**src/rtl/neuron_lut_loader.sv**
```systemverilog
// Runtime-loadable 2**IN_BITS x OUT_BITS neuron truth table.
// Byte-stream configuration port in, single-cycle registered lookups out.
module neuron_lut_loader #(
  parameter int IN_BITS  = 6,
  parameter int OUT_BITS = 2
) (
  input  logic                clk,
  input  logic                rst,
  input  logic                cfg_start,
  input  logic                cfg_valid,
  input  logic [7:0]          cfg_data,
  output logic                cfg_ready,
  output logic                cfg_done,
  output logic                cfg_err,
  output logic                loaded,
  input  logic                lut_valid_in,
  input  logic [IN_BITS-1:0]  lut_in,
  output logic                lut_valid_out,
  output logic [OUT_BITS-1:0] lut_out
);

  // state | meaning
  // EMPTY | no table yet, lookups dropped
  // LOAD  | accepting config bytes, lookups dropped
  // READY | table complete, lookups served

  localparam int DEPTH  = 2**IN_BITS;
  localparam int EPB    = 8 / OUT_BITS;
  localparam int NBYTES = DEPTH / EPB;
  localparam int CW     = $clog2(NBYTES);

  typedef enum logic [1:0] {EMPTY, LOAD, READY} state_t;

  state_t            state;
  logic [CW-1:0]     cnt;
  logic [OUT_BITS-1:0] mem [DEPTH];
  logic              accept;
  logic              err_set;

  assign cfg_ready = (state == LOAD) && !cfg_start;
  assign accept    = cfg_valid && cfg_ready;
  assign err_set   = cfg_valid && ((state != LOAD) || cfg_start);

  always_ff @(posedge clk or negedge rst) begin
    if (!rst) begin
      state    <= EMPTY;
      cnt      <= '0;
      cfg_done <= 1'b0;
      cfg_err  <= 1'b0;
      loaded   <= 1'b0;
    end else begin
      cfg_done <= 1'b0;
      if (cfg_start) begin
        state  <= LOAD;
        cnt    <= '0;
        loaded <= 1'b0;
      end else if (accept) begin
        cnt <= cnt + CW'(1);
        if (cnt == CW'(NBYTES - 1)) begin
          state    <= READY;
          loaded   <= 1'b1;
          cfg_done <= 1'b1;
        end
      end
      // a coincident protocol error outranks the clear from cfg_start
      if (err_set)
        cfg_err <= 1'b1;
      else if (cfg_start)
        cfg_err <= 1'b0;
    end
  end

  // Table storage is deliberately unreset; `loaded` gates every read.
  always_ff @(posedge clk) begin
    if (accept) begin
      for (int j = 0; j < EPB; j++)
        mem[IN_BITS'(EPB * int'(cnt) + j)] <= cfg_data[OUT_BITS*j +: OUT_BITS];
    end
  end

  always_ff @(posedge clk or negedge rst) begin
    if (!rst) begin
      lut_valid_out <= 1'b0;
      lut_out       <= '0;
    end else begin
      lut_valid_out <= lut_valid_in && loaded;
      if (lut_valid_in && loaded)
        lut_out <= mem[lut_in];
    end
  end

endmodule

```
**config.mk**
```make
export PLATFORM = sky130hd
export DESIGN_NAME = neuron_lut_loader
export DESIGN_NICKNAME = d
export VERILOG_FILES = /design/src/rtl/neuron_lut_loader.sv
export SDC_FILE = /design/constraint.sdc
export NUM_CORES = 1
export LEC_CHECK = 0
export BUFFER_PORTS_ARGS = -buffer_cell sky130_fd_sc_hd__buf_2
export CORE_MARGIN = 2
export CORE_UTILIZATION = 55
export DETAILED_ROUTE_END_ITERATION = 16
export HOLD_SLACK_MARGIN = 0.05
export PLACE_DENSITY = 0.73
export SLEW_MARGIN = 5
export SYNTH_ARGS = -nofsm -noshare
export SYNTH_HDL_FRONTEND = slang
export SYNTH_SLANG_ARGS = --single-unit
```
**constraint.sdc**
```tcl
create_clock -name clk -period 3.3 [get_ports clk]
set_input_delay 0.66 -clock clk [delete_from_list [all_inputs] [get_ports clk]]
set_output_delay 0.66 -clock clk [all_outputs]
set_load 0.02 [all_outputs]
```
==> reports/results.ini <==
[critical_path]
slowest_delay_ns=0.57
crit_family=simple AND/OR/NAND/NOR gates
cp.required_ns=3.44
cpMaxStageDelayCell=nor2_1
path_cells=nor3b_1, and2_1, nor2b_1, nand2_1, nor2_1
cp-startpoint=loaded
r2r_start=loaded
path_depth=5
cp_max_fo=9
start_kind=flop
criticalPathCategory=reg -> reg
path_buf_inv=0
arrival_ns=2.59
reg2reg_depth=5
cp-end-kind=flop

[detailed_routing]
drc=0
vias=2943
ant_nets=0
wl_um=11100
drt_first_pass_iters=5
drt-initial-drc-count=225
wl_per_cell_um=22.8
vias_per_cell=6.04

[timing]
rsz0062_at_grt=false
fin_crit_ns=2.45
slew_headroom_pct=49.0
period_share_pct=74.2
slew_viol_final=0
skew_ns=0.00984
tightest_slew_ns=0.762
hold_viol_final=0
timing.fmax_mhz=409
setup_tns_ns=0
final.setup.worst_slack_ns=0.852
setup_viol=0

[grt]
antenna_found_initial=0
grt_max_degree=26
grt_pass1_vias=3059
gr-usage-all-layers_pct=21.7
grt_remaining_overflow=0
grt_pass1_wl_um=17400

[status]
status=complete, no violations

[placement]
numPortBuffers=25
hpwl_um=6800
gp_congestion=0.831
placed_cells=455
place_area_sq_um=5820
place_ws_ns=0.487

[cts]
post_cts_buffers=0
cts_buffers=17
clk_latency_ns=0.52
hold_buffers=1
cts_tree=done
post_cts_resized=0
root_buffer=clkbuf_8
htreeDepth=4
cts-root-to-sink-buffers=2
cts.clk_slew.worst_paths_ns=0.06
cts_sinks=139

[die]
dieArea_sq_um=10900
start_util_pct=56.6
core_sq_um=9770
boundaryPins=26
die_h_um=104
die_w_um=104
rows=36

[yosys]
synth_top_area_cell=edfxtp_1
async_flop_share_pct=7.91
synth_area_sq_um=5530
syn_nets=321
synth_most_common_cell=edfxtp_1
synth-seq-cells=139
synth.top_cell.area_share_pct=69.5
netlist_top_cells_area=edfxtp_1 (69%), mux4_2 (8.6%), dfrtp_1 (5.0%), mux2i_1 (2.9%), mux4_1 (1.4%)
synth-main-ff-cell=edfxtp_1
syn_avg_cell_area_sq_um=18.4
ys_top_cells_by_count=edfxtp_1 (128), mux4_2 (21), nand2_1 (18), nor2_1 (18), mux2i_1 (16)
synthCells=301
yosysWarnings=0
synth-edff-count=128
synth-seq-area-share_pct=74.5
synth.distinct_cells=38

[min_path]
min_path_cells=3
min-delay-start=cfg_valid
hp-class=in -> reg

[cells_and_area]
final_cells=487
drive_gt1_share_pct=24.6
final_area_sq_um=6380
utilization_pct=65.3
syn_to_final_growth_pct=15.3
nets=362
num_antenna_cells=0

[pwr]
peakVddDrop_mv=0.340
p_per_area_nw_per_um2=610
p_leak_nw=2.21

[run]
max_cap_violations=0

## power by group
| part | switching [W] | internal [W] |
|---|---|---|
| Combinational | 0.000118 | 0.0000720 |
| Sequential | 0.0000110 | 0.00194 |
| Clock | 0.000684 | 0.00107 |
## worst paths after layout
path	to	slack, ns
worst max-delay path	mem[27][0]	0.85
worst min-delay path	cfg_err	0.39
max in group asynchronous	lut_out[0]	2.49
worst max register to register	mem[27][0]	0.85
min in group asynchronous	state[0]	0.57
worst min register to register	state[0]	0.49
## area by class of cell
type | count | area, sq um
clock buffer | 19 | 422
clock inverter | 12 | 126
fill | 667 | 3390
inverter | 6 | 22.5
multi-input combinational | 141 | 1310
sequential | 139 | 4120
tap | 133 | 166
timing repair buffer | 37 | 218
## routing by layer
metal	vias to the layer above	global-route usage (%)	share of wire, %
li1	1288	-	-
met1	1492	30.1	40
met2	150	34.6	50
met3	13	5.14	8.4
met4	0	6.95	1.5
met5	-	0	0
## worst min-delay path: cells and delay by family
| family | cells | cell delay, ns |
|---|---|---|
| compound gates | 1 | 0.05 |
| buf+inv | 2 | 0.14 |
## state kept, by name, indices dropped and copies added (netlist names)
name and cells:
mem 128, cfg_done 1, cfg_err 1, lut_out 2, cnt 4, lut_valid_out 1, state 1, loaded 1
## cell usage in the layout, fill, tap and decap left out, types with 3 or more instances in the layout
cell and instances:
mux4_1 3, mux4_2 21, mux2i_1 16, dfrtp_1 11, nor2b_1 3, nand2b_1 3
and3_1 3, inv_1 6, nor3_1 4, buf_4 11, clkinv_2 4, clkbuf_16 16
o2111ai_1 6, nand4_1 4, nand3_1 10, nand2_1 18, clkinv_4 4, nor3b_1 4
buf_2 25, o22ai_1 3, nor2_1 18, edfxtp_1 128
## logic make-up after synthesis
group / Yosys count / synth area share [%]
XOR/XNOR: 2 / 0.317
buffers and inverters: 21 / 1.92
adder cells (fa/ha/maj): 1 / 0.226
multiplexers: 44 / 13.7
AO/OA/AOI/OAI: 18 / 2.51
AND/OR/NAND/NOR: 76 / 6.88
flip-flops: 139 / 74.5
## metrics by stage
step | total power [W] | hold WS (ns)
after floorplan | 0.00210 | 0.364
after detailed placement | 0.00218 | 0.485
after global placement | 0.00217 | 0.462
final | 0.00389 | 0.394
after CTS | 0.00391 | 0.373
after global routing | 0.00400 | 0.397
(Power assumes the default switching activity.)
